$ cat src/rtl/mii_rx_frame_writer.sv
// MII receive front end: preamble/SFD detect, nibble-to-byte assembly, RAM port-A writes, frame status.
// Optional FCS check is built when MII_RX_CRC_CHECK_EN is defined; otherwise CrcError is tied low.
module mii_rx_frame_writer #(
  parameter int ADDR_W          = 8,
  parameter int MIN_PRE_NIBBLES = 7
) (
  input  logic              clk,
  input  logic              reset_n,
  input  logic              MRxDV,
  input  logic [3:0]        MRxD,
  output logic [7:0]        RxData,
  output logic              RxValid,
  output logic [ADDR_W-1:0] RxRamAddr,
  output logic              FrameDone,
  output logic [ADDR_W:0]   FrameLen,
  output logic              Overflow,
  output logic              Dribble,
  output logic              CrcError,
  output logic              Busy
);

  typedef enum logic [1:0] {IDLE, PRE, DATA, DROP} state_t;

  localparam logic [ADDR_W-1:0] ADDR_MAX = {ADDR_W{1'b1}};
  localparam logic [ADDR_W:0]   LEN_MAX  = {1'b1, {ADDR_W{1'b0}}};

  state_t            r_state;
  logic [3:0]        r_pre_cnt;
  logic              r_phase;
  logic [3:0]        r_low;
  logic [ADDR_W-1:0] r_addr;
  logic              r_full;
  logic              r_ovf;
  logic [ADDR_W:0]   r_cnt;
  logic [7:0]        r_rx_data;
  logic              r_rx_valid;
  logic [ADDR_W-1:0] r_rx_addr;
  logic              r_done;
  logic [ADDR_W:0]   r_frame_len;
  logic              r_overflow;
  logic              r_dribble;
  logic [7:0]        w_byte;

  assign w_byte = {MRxD, r_low};

`ifdef MII_RX_CRC_CHECK_EN
  localparam logic [31:0] CRC_RESIDUE = 32'hDEBB20E3;

  logic [31:0] r_crc;
  logic        r_crc_err;

  // Reflected CRC-32, one byte per call, data consumed LSB first.
  function automatic logic [31:0] crc_byte(input logic [31:0] c, input logic [7:0] d);
    logic [31:0] r;
    r = c;
    for (int i = 0; i < 8; i++)
      r = (r[0] ^ d[i]) ? ((r >> 1) ^ 32'hEDB88320) : (r >> 1);
    return r;
  endfunction

  always_ff @(posedge clk) begin
    if (!reset_n) begin
      r_crc     <= 32'hFFFF_FFFF;
      r_crc_err <= 1'b0;
    end else begin
      case (r_state)
        PRE:  if (MRxDV && MRxD == 4'hD) r_crc <= 32'hFFFF_FFFF;
        DATA: begin
          if (MRxDV && r_phase)  r_crc     <= crc_byte(r_crc, w_byte);
          if (!MRxDV)            r_crc_err <= (r_crc != CRC_RESIDUE);
        end
        default: ;
      endcase
    end
  end

  assign CrcError = r_crc_err;
`else
  assign CrcError = 1'b0;
`endif

  always_ff @(posedge clk) begin
    if (!reset_n) begin
      r_state     <= DROP;
      r_pre_cnt   <= '0;
      r_phase     <= 1'b0;
      r_low       <= '0;
      r_addr      <= '0;
      r_full      <= 1'b0;
      r_ovf       <= 1'b0;
      r_cnt       <= '0;
      r_rx_data   <= '0;
      r_rx_valid  <= 1'b0;
      r_rx_addr   <= '0;
      r_done      <= 1'b0;
      r_frame_len <= '0;
      r_overflow  <= 1'b0;
      r_dribble   <= 1'b0;
    end else begin
      r_rx_valid <= 1'b0;
      r_done     <= 1'b0;
      case (r_state)
        IDLE: begin
          if (MRxDV) begin
            if (MRxD == 4'h5) begin
              r_state   <= PRE;
              r_pre_cnt <= 4'd1;
            end else begin
              r_state <= DROP;
            end
          end
        end
        PRE: begin
          if (!MRxDV) begin
            r_state <= IDLE;
          end else if (MRxD == 4'h5) begin
            if (r_pre_cnt != 4'hF) r_pre_cnt <= r_pre_cnt + 4'd1;
          end else if (MRxD == 4'hD && r_pre_cnt >= 4'(MIN_PRE_NIBBLES)) begin
            r_state   <= DATA;
            r_phase   <= 1'b0;
            r_addr    <= '0;
            r_rx_addr <= '0;
            r_full    <= 1'b0;
            r_ovf     <= 1'b0;
            r_cnt     <= '0;
          end else begin
            r_state <= DROP;
          end
        end
        DATA: begin
          if (MRxDV) begin
            if (!r_phase) begin
              r_low   <= MRxD;
              r_phase <= 1'b1;
            end else begin
              r_phase <= 1'b0;
              // Once the last RAM location is written, later bytes are counted but dropped.
              if (!r_full) begin
                r_rx_valid <= 1'b1;
                r_rx_data  <= w_byte;
                r_rx_addr  <= r_addr;
                if (r_addr == ADDR_MAX) r_full <= 1'b1;
                else                    r_addr <= r_addr + 1'b1;
              end else begin
                r_ovf <= 1'b1;
              end
              if (r_cnt != LEN_MAX) r_cnt <= r_cnt + 1'b1;
            end
          end else begin
            r_state     <= IDLE;
            r_done      <= 1'b1;
            r_frame_len <= r_cnt;
            r_overflow  <= r_ovf;
            r_dribble   <= r_phase;
          end
        end
        DROP: begin
          if (!MRxDV) r_state <= IDLE;
        end
        default: r_state <= DROP;
      endcase
    end
  end

  assign RxData    = r_rx_data;
  assign RxValid   = r_rx_valid;
  assign RxRamAddr = r_rx_addr;
  assign FrameDone = r_done;
  assign FrameLen  = r_frame_len;
  assign Overflow  = r_overflow;
  assign Dribble   = r_dribble;
  assign Busy      = (r_state == PRE) || (r_state == DATA);

endmodule

$ cat config.mk
export PLATFORM = sky130hd
export DESIGN_NAME = mii_rx_frame_writer
export DESIGN_NICKNAME = d
export VERILOG_FILES = /design/src/rtl/mii_rx_frame_writer.sv
export SDC_FILE = /design/constraint.sdc
export NUM_CORES = 1
export LEC_CHECK = 0
export BUFFER_PORTS_ARGS = -buffer_cell sky130_fd_sc_hd__buf_2
export CAP_MARGIN = 30
export CELL_PAD_IN_SITES_DETAIL_PLACEMENT = 0
export CELL_PAD_IN_SITES_GLOBAL_PLACEMENT = 2
export CORE_MARGIN = 3
export CORE_UTILIZATION = 36
export DETAILED_ROUTE_END_ITERATION = 7
export PLACE_DENSITY_LB_ADDON = 0.2
export SKIP_CTS_REPAIR_TIMING = 1
export SLEW_MARGIN = 15
export SYNTH_ARGS = -nofsm -noshare
export SYNTH_HDL_FRONTEND = slang
export SYNTH_SLANG_ARGS = --single-unit
$ cat constraint.sdc
create_clock -name clk -period 4.8 [get_ports clk]
set_input_delay 0.96 -clock clk [delete_from_list [all_inputs] [get_ports clk]]
set_output_delay 0.96 -clock clk [all_outputs]
set_load 0.05 [all_outputs]
Yosys cells after proc, flatten, opt, wreduce, memory -nomap -nowiden
Cells that the tools add are included.
Word-level totals
  input bits: 7
  word-level logic and storage cells: 113
  bits in registers: 59
  output and inout bits: 31
Cells by class
  equal/unequal tests: 23
  mux-type cells: 49
  reductions and logical operators: 19
  bitwise operators: 3
  order comparisons: 1
  $add $sub $neg: 3
Operators by type and width (number)
  8-bit two-way mux: 10
  9-bit two-way mux: 6
  8-bit one-hot mux with 2 select lines: 2
  2-bit != test, second input constant: 14
  7-bit AND reduction: 3
  4-bit two-way mux: 5
  9-bit one-hot mux with 2 select lines: 1
  1-bit two-way mux: 15
  6-bit AND reduction: 2
  2-bit two-way mux: 5
  9-bit by 1-bit adder with 9-bit output, second input constant: 1
  9-bit != test, second input constant: 1
  8-bit by 1-bit adder with 8-bit output, second input constant: 1
  8-bit equality test, second input constant: 1
  4-bit one-hot mux with 2 select lines: 1
  4-bit AND reduction: 2
  8-bit AND reduction: 1
  1-bit one-hot mux with 2 select lines: 3
  2-bit one-hot mux with 3 select lines: 1
  3-bit AND reduction: 2
  5-bit AND reduction: 1
  4-bit by 1-bit adder with 4-bit output, second input constant: 1
  2-bit equality test, second input constant: 2
  4-bit by 3-bit equality test with 1-bit output, second input constant: 1
  other kinds (12): 16

Longest topological paths before layout
Gate-level depths: netlist (run 1).
  word-level depth: 6
  gate-level depth with buffers: 8
  gate-level depth less buffers: 7

Worst setup path before layout (run 1)
Ideal clock, no wire load.
  path kind: flip-flop to flip-flop
  from: register r_state[0]
  to: register r_addr[2]
  library setup time: 0.074 ns
  path slack: 2.643 ns
  data arrival time: 2.083 ns
  required time: 4.726 ns
  cell stages (with the launch flop): 7
  period minus slack after synthesis: 2.157 ns
  path buffers: 0
  cell sequence: dfxtp_1 inv_1 ha_1 a21boi_2 nand3_2 or4_1 a31oi_1
Between the ends
  longest elaborated chain between the ends: 3
  elaborated cells between the ends (all ways): 12
  those cells by class: eq/ne (9); mux (1); reduce/logical (2)
Ends and longest elaborated chain
  from (decl): RTL line 27  | state_t r_state;
  from (signal assigned): RTL line 84  | r_state <= DROP;
  from (signal assigned): RTL line 106  | r_state <= PRE;
  from (signal assigned): RTL line 109  | r_state <= DROP;
  2-bit equality test or 2-bit by 1-bit equality test with 1-bit output (tied branches): RTL line 102  | case (r_state)
  2-bit != test (no source line) or 2-bit nonzero test (tied branches)
  8-bit AND reduction (no source line)
  to (signal assigned): RTL line 143  | else r_addr <= r_addr + 1'b1;
  to (decl): RTL line 31  | logic [ADDR_W-1:0] r_addr;
Parallel ways exist; a longest one is shown, timed or not.
A chain may end at the register's enable or synchronous reset.

==> reports/results.ini, run 1 <==
[status]
status = complete, no violations

[route]
drt-initial-drc-count = 99
via_per_inst = 5.13
vias = 2448
ant_nets = 0
drc = 0
wl_per_cell_um = 13.9
wl_mm = 6.61
firstDrtPassIters = 5

[critical_path]
r2r_cells = 6
critPathArrivalTime_ns = 2.80
regToRegEndpoint = r_addr[2]$_SDFFE_PN0P_
crit_required_ns = 5.05
startpoint = reset_n
critPathMaxStageDelay_ns = 0.67
reg2reg_slack_ns = 2.49
cp-start-kind = input pin
critPathBufInv = 2
worstSetupPathType = in -> reg
path_cells = buf_2 -> clkinv_1 -> a311oi_1 -> a21oi_1 -> o22ai_1
cp-endpoint = r_addr[5]$_SDFFE_PN0P_
cp_top_family = buffers and inverters
critical_path_depth = 5
critPathCaptureType = flip-flop
r2r_start = r_state[1]$_SDFFE_PN1P_
slowest_stage = clkinv_1
cp_max_fo = 24

[layout]
layout.nets = 389
antenna_cells = 0
fin_util_pct = 43.3
fin_area_um2 = 3170
stdcell_count = 477
drive_above_1_share_pct = 18.0
syn2layout_area_growth_pct = 15.0

[placed_design]
hpwl_mm = 4.48
placed_area_um2 = 2970
place.port_buffers = 36
dp_slack_ns = 1.92
place.gp.congestion = 0.766
place_inst = 461

[cts]
h-tree-depth = 3
cts.sinks = 59
cts_buffers = 9
root_buffer = clkbuf_8
cts_tree = done
worstSkewPairLatency_ns = 0.34
clkTransAtPathRegs_ns = 0.07
cts_buffer_depth = 2

[sta]
setup_viol = 0
final_max_slew_viol_count = 0
worst_pin_slew_ns = 0.778
finalSetupTns_ns = 0
max_freq_ghz = 0.393
max_slew_margin_pct = 48.0
hold_ws_ns = 0.448
rsz0062_at_grt = no
final.setup_skew_ns = 0.0108
fin_crit_ns = 2.55
hold_viol_final = 0
fin_ws_ns = 2.25
fin_crit_sh_pct = 53.0

[hold_path]
hp-class = reg -> reg

[synth]
netlist_area_um2 = 2760
syn-instance-count = 342
yosys_warnings = 0
synth_area_per_cell_um2 = 8.07
synth-main-ff-cell = dfxtp_1
syn-num-nets = 358
ys_seq_area_share_pct = 42.8
synth_edf_count = 0
synth_seq_cells = 59
synth.most_common_cell = nand2_1
synth_common_cells = 82 x nand2_1, 59 x dfxtp_1, 44 x a21oi_1, 24 x nor2_1, 23 x nand3_1
async_reset_ff_share_pct = 0
yosysTopAreaCellShare_pct = 42.8
synth_top_area_cell = dfxtp_1
yosysUniqueCellTypes = 50
synthTopCellsByArea = dfxtp_1 43%, nand2_1 11%, a21oi_1 8.0%

[floorplanning]
die_w_um = 93.6
start_util_pct = 37.7
die_area_um2 = 8750
coreArea_um2 = 7330
rows = 31
io_pins = 38
die-height_um = 93.6

[global_routing]
grt-ovfl-total = 0
grt_util_all_layers_pct = 16.1
grt_max_degree = 33
grt.busiest_layer = met2
grt_pass1_wl_mm = 11.0
antenna_found_initial = 0
use_met2_pct = 24.2
grt_pass1_vias = 2242
grt_use_met1_pct = 21.9
gr-usage-met3_pct = 3.38

[power_and_ir_drop]
p_leak_nw = 1.26
irDropWorstVdd_mv = 0.284
p_per_area_nw_per_um2 = 458
power_mw = 1.45

[flow_run]
cap_violations = 0

-- cell type report --
| cell class | count | area (um^2) |
|---|---|---|
| Clock inverter | 6 | 63.8 |
| Sequential cell | 59 | 1180 |
| Clock buffer | 10 | 138 |
| Fill cell | 781 | 4160 |
| Multi-Input combinational cell | 257 | 1430 |
| Inverter | 8 | 43.8 |
| Timing Repair Buffer | 38 | 195 |
| Tap cell | 99 | 124 |
-- how the worst min path moves through the flow --
stage,cells past startpoint,end,from
5_1_grt,2,RxRamAddr[1]$_SDFFE_PN0P_,RxRamAddr[1]$_SDFFE_PN0P_
3_3_place_gp,2,RxRamAddr[0]$_SDFFE_PN0P_,RxRamAddr[0]$_SDFFE_PN0P_
3_5_place_dp,2,RxRamAddr[0]$_SDFFE_PN0P_,RxRamAddr[0]$_SDFFE_PN0P_
2_1_floorplan,2,RxData[0]$_SDFFE_PN0P_,r_low[0]$_SDFFE_PN0P_
6_report,2,RxRamAddr[7]$_SDFFE_PN0P_,RxRamAddr[7]$_SDFFE_PN0P_
4_1_cts,2,RxRamAddr[0]$_SDFFE_PN0P_,RxRamAddr[0]$_SDFFE_PN0P_
-- cells by family (layout without fill, tap and decap cells) --
kind of cell | count (synthesis) | in the layout | share of synthesized area (%)
mux | 4 | 4 | 1.45
xor+xnor | 3 | 3 | 0.952
compound gates | 79 | 79 | 17.9
simple gates | 161 | 161 | 27.2
buf+inv | 26 | 62 | 5.48
fa+ha+maj | 9 | 9 | 4.08
other cells | 1 | 1 | 0.136
flops | 59 | 59 | 42.8
-- power by group --
group / total [mW] / switching [mW] / internal [mW] / leakage [nW]
Clock: 0.460 / 0.207 / 0.254 / 0.0987
Sequential: 0.541 / 0.0261 / 0.515 / 0.476
Combinational: 0.451 / 0.324 / 0.127 / 0.681
-- routing by layer --
metal / up-vias / wire, um
met2: 44 / 2970
met4: 0 / 136
met3: 8 / 230
met5: - / 0
met1: 1137 / 3270
li1: 1259 / -
-- state kept, by name, summed over array words and instances (netlist names) --
name       count
r_cnt          9
r_ovf          1
r_addr         8
RxValid        1
Overflow       1
RxRamAddr      8
r_state        2
r_phase        1
r_low          4
Dribble        1
FrameLen       9
r_full         1
r_pre_cnt      4
RxData         8
FrameDone      1
-- worst min-delay path, delay by kind of cell, from the launching register on --
family | cells | cell delay, ns
and+or+nand+nor | 1 | 0.05
DFF | 1 | 0.31
AOI/OAI and AO/OA | 1 | 0.05
-- placed cells by master (no fill, tap or decap), drive strengths merged, types with 4 or more instances in the layout --
cell type,Yosys,layout
a21oi,45,45
buf,5,38
clkbuf,13,10
dfxtp,59,59
ha,9,9
inv,6,7
mux2i,4,4
nand2,82,82
nand3,25,25
nand4,7,7
nor2,24,24
o21ai,10,10
o22ai,4,4
or3,6,6
Power figures use the tool's default switching activity.
==> run 2: changes to the inputs <==
Settings changed: CORE_UTILIZATION 36 to 33.
Clock period 4.8 ns to 2.6 ns, I/O delays scaled along.
==> run 2 against run 1 <==
Critical path depth up 1; first-iteration DRC count down 8.1%; combinational power up 87%; register-to-register slack worse by 2.1 ns; count of clock-buffer cells in the layout up 1; sequential share of layout area down 0.22 points; wire length up 2.7%; worst hold slack worse by 0.0041 ns; non-clock buffer count up 3; cell count up 1.3%; critical endpoint is now r_addr[2]$_SDFFE_PN0P_; largest cell class unchanged.
==> reports/results.ini, run 2 (synthesis gave the netlist of run 1 again) <==
[route]
vias = 2440  ; was 2448
wl_per_cell_um = 14.0  ; was 13.9 um
drt-initial-drc-count = 91  ; was 99
wl_mm = 6.79  ; was 6.61 mm
drc = 0  ; unchanged
firstDrtPassIters = 4  ; was 5
ant_nets = 0  ; unchanged
via_per_inst = 5.05  ; was 5.13

[cts]
cts_buffer_depth = 2  ; unchanged
cts_tree = done  ; unchanged
root_buffer = clkbuf_8  ; unchanged
worstSkewPairLatency_ns = 0.34  ; about the same
cts_buffers = 9  ; unchanged
h-tree-depth = 3  ; unchanged
clkTransAtPathRegs_ns = 0.07  ; about the same
cts.sinks = 59  ; unchanged

[floorplanning]
start_util_pct = 34.8  ; was 37.7%
die_w_um = 97.5  ; was 93.6 um
die-height_um = 97.5  ; was 93.6 um
rows = 32  ; was 31
io_pins = 38  ; unchanged
die_area_um2 = 9500  ; was 8750 um^2
coreArea_um2 = 7930  ; was 7330 um^2

[sta]
rsz0062_at_grt = no  ; unchanged
final.setup_skew_ns = 0.00693  ; was 0.0108 ns
max_freq_ghz = 0.443
max_slew_margin_pct = 60.8  ; was 48.0%
finalSetupTns_ns = 0  ; unchanged
fin_crit_ns = 2.26
setup_viol = 0  ; unchanged
worst_pin_slew_ns = 0.582  ; was 0.778 ns
final_max_slew_viol_count = 0  ; unchanged
hold_viol_final = 0  ; unchanged
fin_crit_sh_pct = 86.8

[critical_path]
critPathCaptureType = flip-flop  ; unchanged
worstSetupPathType = reg -> reg  ; was in -> reg
cp-start-kind = flip-flop  ; was input pin
crit_required_ns = 2.86  ; was 5.05 ns
path_cells = inv_1 -> ha_1 -> a21boi_2 -> nand3_2 -> or4_1 -> a31oi_1  ; was buf_2 -> clkinv_1 -> a311oi_1 -> a21oi_1 -> o22ai_1
cp_max_fo = 13  ; was 24
critPathBufInv = 1  ; was 2
cp_top_family = simple AND/OR/NAND/NOR gates  ; was buffers and inverters
critPathMaxStageDelay_ns = 0.55  ; was 0.67 ns
slowest_stage = or4_1  ; was clkinv_1
critPathArrivalTime_ns = 2.52  ; was 2.80 ns

[flow_run]
cap_violations = 0  ; unchanged

[power_and_ir_drop]
irDropWorstVdd_mv = 0.493  ; was 0.284 mV
power_mw = 2.68  ; was 1.45 mW
p_per_area_nw_per_um2 = 838  ; was 458 nW/um^2
p_leak_nw = 1.27  ; was 1.26 nW

[placed_design]
place.port_buffers = 36  ; unchanged
place.gp.congestion = 0.765  ; was 0.766
hpwl_mm = 4.57  ; was 4.48 mm

[global_routing]
grt_util_all_layers_pct = 15.1  ; was 16.1%
grt_max_degree = 24  ; was 33
grt_pass1_vias = 2359  ; was 2242
antenna_found_initial = 0  ; unchanged
grt-ovfl-total = 0  ; unchanged
grt_pass1_wl_mm = 11.9  ; was 11.0 mm

[hold_path]
hp-class = reg -> reg  ; unchanged

[layout]
register_area_um2 = 1180  ; unchanged
final_common_cell = nand2_1  ; unchanged
syn2layout_area_growth_pct = 15.6  ; was 15.0%
antenna_cells = 0  ; unchanged
fill_cells = 849  ; was 781
multi_input_area_um2 = 1430  ; unchanged
layout.nets = 392  ; was 389
drive_above_1_share_pct = 18.4  ; was 18.0%
final_cell_mix = 82 x nand2_1, 59 x dfxtp_1, 44 x a21oi_1, 36 x buf_2, 24 x nor2_1  ; unchanged

[status]
status = complete, no violations  ; unchanged

[run 2: changes by cell type in the layout (fill, tap and decap cells not counted)]
cell / delta
buf_4: +3
clkbuf_1: +1
clkinv_2: +1
clkinvlp_4: -1
inv_6: -1
[run 2: layout make-up]
class | count | share of cell area (%)
clock inverter | 5 | 1.65
tap | 102 | 4.00
sequential | 59 | 37.0
multi-input combinational | 257 | 44.7
clock buffer | 11 | 4.43
timing repair buffer | 41 | 6.82
inverter | 8 | 1.37
[run 2: power by group]
| group | total [mW] | leakage, nW | switching [mW] | internal [mW] |
|---|---|---|---|---|
| Sequential | 0.999 | 0.476 | 0.0486 | 0.951 |
| Combinational | 0.845 | 0.696 | 0.600 | 0.245 |
| Clock | 0.831 | 0.0991 | 0.368 | 0.464 |
[run 2: worst paths after layout]
kind | depth (start not counted) | end | slack [ns] | from
hold / removal | 2 | RxRamAddr[0]$_SDFFE_PN0P_ | 0.44 | RxRamAddr[0]$_SDFFE_PN0P_
setup / recovery | 6 | r_addr[2]$_SDFFE_PN0P_ | 0.34 | r_state[1]$_SDFFE_PN1P_
setup reg to reg | 6 | r_addr[2]$_SDFFE_PN0P_ | 0.34 | r_state[1]$_SDFFE_PN1P_
hold reg to reg | 2 | RxRamAddr[0]$_SDFFE_PN0P_ | 0.44 | RxRamAddr[0]$_SDFFE_PN0P_
[run 2: layer usage]
layer	wire length (um)	GRT usage, %
met3	260	4.45
met1	3510	21.1
met5	0	0
met4	118	4.69
met2	2890	22.6
[run 2: worst reg2reg max path, stage by stage (launching register included)]
cell and delay [ns]:
dfxtp_1 0.38, inv_1 0.09, ha_1 0.34, a21boi_2 0.36, nand3_2 0.30, or4_1 0.55, a31oi_1 0.17
[run 2: metrics by stage]
| step | util (%) | area, um^2 | std cells | hold slack (ns) | setup slack (ns) |
|---|---|---|---|---|---|
| 2_1_floorplan | - | 2760 | 342 | 0.432 | 0.443 |
| 6_report | 40.3 | 3190 | 483 | 0.444 | 0.343 |
| 3_3_place_gp | 37.8 | 3000 | 467 | 0.438 | 0.473 |
| 4_1_cts | 40.3 | 3190 | 483 | 0.448 | 0.351 |
| 3_5_place_dp | 37.8 | 3000 | 467 | 0.442 | 0.371 |
| 5_1_grt | 40.3 | 3190 | 483 | 0.468 | 0.109 |
==> run 3: changes to the inputs <==
Settings changed: CTS_CLUSTER_DIAMETER set to 120, PLACE_DENSITY set to 0.82, PLACE_DENSITY_LB_ADDON 0.2 to unset.
==> run 3 against run 2 <==
Die area is the same; critical path depth unchanged; cell count is 0.21% lower; critical endpoint unchanged.
==> reports/results.ini, run 3 (synthesis gave the netlist of run 1 again) <==
[cts]
cts_buffers = 9  ; unchanged
root_buffer = clkbuf_8  ; unchanged
cts_buffer_depth = 2  ; unchanged
worstSkewPairLatency_ns = 0.33  ; was 0.34 ns
clkTransAtPathRegs_ns = 0.06  ; was 0.07 ns
cts.sinks = 59  ; unchanged
h-tree-depth = 3  ; unchanged
cts_tree = done  ; unchanged

[sta]
fin_ws_ns = 0.362  ; was 0.343 ns
finalSetupTns_ns = 0  ; unchanged
fin_crit_ns = 2.24  ; was 2.26 ns
rsz0062_at_grt = no  ; unchanged
final.setup_skew_ns = 0.00348  ; was 0.00693 ns
final_max_slew_viol_count = 0  ; unchanged
max_freq_ghz = 0.447  ; was 0.443 GHz
setup_viol = 0  ; unchanged
fin_crit_sh_pct = 86.1  ; was 86.8%
worst_pin_slew_ns = 0.567  ; was 0.582 ns
max_slew_margin_pct = 61.8  ; was 60.8%
hold_viol_final = 0  ; unchanged

[layout]
fin_area_um2 = 3180  ; was 3190 um^2
stdcell_count = 482  ; was 483
fin_util_pct = 40.1  ; was 40.3%
drive_above_1_share_pct = 18.2  ; was 18.4%
final_cell_mix = 82 x nand2_1, 59 x dfxtp_1, 44 x a21oi_1, 36 x buf_2, 24 x nor2_1  ; unchanged
antenna_cells = 0  ; unchanged
layout.nets = 392  ; unchanged
final_common_cell = nand2_1  ; unchanged
syn2layout_area_growth_pct = 15.1  ; was 15.6%

[critical_path]
cp-start-kind = flip-flop  ; unchanged
worstSetupPathType = reg -> reg  ; unchanged
critPathMaxStageDelay_ns = 0.53  ; was 0.55 ns
critPathArrivalTime_ns = 2.50  ; was 2.52 ns
critPathCaptureType = flip-flop  ; unchanged
r2r_start = r_state[1]$_SDFFE_PN1P_  ; unchanged
slowest_stage = or4_1  ; unchanged
crit_required_ns = 2.87  ; was 2.86 ns
cp_max_fo = 13  ; unchanged
path_cells = inv_1 -> ha_1 -> a21boi_2 -> nand3_2 -> or4_1 -> a31oi_1  ; unchanged
startpoint = r_state[1]$_SDFFE_PN1P_  ; unchanged

[placed_design]
placed_area_um2 = 3000  ; unchanged
place_inst = 467  ; unchanged
place.port_buffers = 36  ; unchanged
dp_slack_ns = 0.385  ; was 0.371 ns
place.gp.congestion = 0.815  ; was 0.765
hpwl_mm = 4.64  ; was 4.57 mm

[global_routing]
grt_pass1_vias = 2330  ; was 2359
grt_pass1_wl_mm = 11.5  ; was 11.9 mm
grt-ovfl-total = 0  ; unchanged
grt_max_degree = 26  ; was 24
grt_util_all_layers_pct = 14.7  ; was 15.1%
antenna_found_initial = 0  ; unchanged

[floorplanning]
die_area_um2 = 9500  ; unchanged
start_util_pct = 34.8  ; unchanged
die-height_um = 97.5  ; unchanged
io_pins = 38  ; unchanged
coreArea_um2 = 7930  ; unchanged
die_w_um = 97.5  ; unchanged
rows = 32  ; unchanged

[power_and_ir_drop]
irDropWorstVdd_mv = 0.744  ; was 0.493 mV
p_leak_nw = 1.27  ; about the same
p_per_area_nw_per_um2 = 820  ; was 838 nW/um^2

[route]
drt-initial-drc-count = 102  ; was 91
firstDrtPassIters = 4  ; unchanged
wl_met2_mm = 2.97  ; was 2.89 mm
wl_mm = 6.67  ; was 6.79 mm
dr.max_layer_used = met4  ; unchanged
vias = 2423  ; was 2440
m1WireLength_mm = 3.30  ; was 3.51 mm
drc = 0  ; unchanged
via_per_inst = 5.03  ; was 5.05
wl_met3_um = 263  ; was 260 um
wl_per_cell_um = 13.8  ; was 14.0 um
ant_nets = 0  ; unchanged

[flow_run]
cap_violations = 0  ; unchanged

[status]
status = complete, no violations  ; unchanged

[hold_path]
hp-class = reg -> reg  ; unchanged
min_from = RxRamAddr[7]$_SDFFE_PN0P_  ; was RxRamAddr[0]$_SDFFE_PN0P_

run 3: cell type report:
class                      instances  area (um^2)
tap                              102          128
clock buffer                      13          169
multi-input combinational        257         1430
sequential                        59         1180
timing repair buffer              41          218
inverter                           8         43.8
clock inverter                     2         10.0
fill                             878         4750
run 3: routing by layer:
layer  up-vias  global-route usage, %
met3        12                   3.30
met5         -                      0
met1      1117                   19.3
met2        39                   23.0
li1       1255                      -
met4         0                   7.03
run 3: critical path, delay by kind of cell, from the launching register on:
family	cells	cell delay (ns)
compound gates	2	0.55
flops	1	0.37
buf+inv	1	0.10
simple gates	2	0.81
fa+ha+maj	1	0.34
run 3: worst paths after layout:
path | end | slack, ns | cells after the start
worst max-delay path | r_addr[2]$_SDFFE_PN0P_ | 0.36 | 6
worst min-delay path | RxRamAddr[7]$_SDFFE_PN0P_ | 0.45 | 2
worst max register to register | r_addr[2]$_SDFFE_PN0P_ | 0.36 | 6
worst min register to register | RxRamAddr[7]$_SDFFE_PN0P_ | 0.45 | 2
run 3: metrics by stage:
stage | hold slack, ns | power, mW
floorplan | 0.432 | 1.71
global placement | 0.439 | 1.86
detailed placement | 0.443 | 1.86
CTS | 0.452 | 2.64
global route | 0.465 | 2.78
finish | 0.448 | 2.60
run 3: power breakdown:
part	leakage [nW]	switching [mW]	internal [mW]
sequential	0.476	0.0466	0.951
combinational	0.696	0.595	0.244
clock	0.0953	0.351	0.416
total	1.27	0.993	1.61
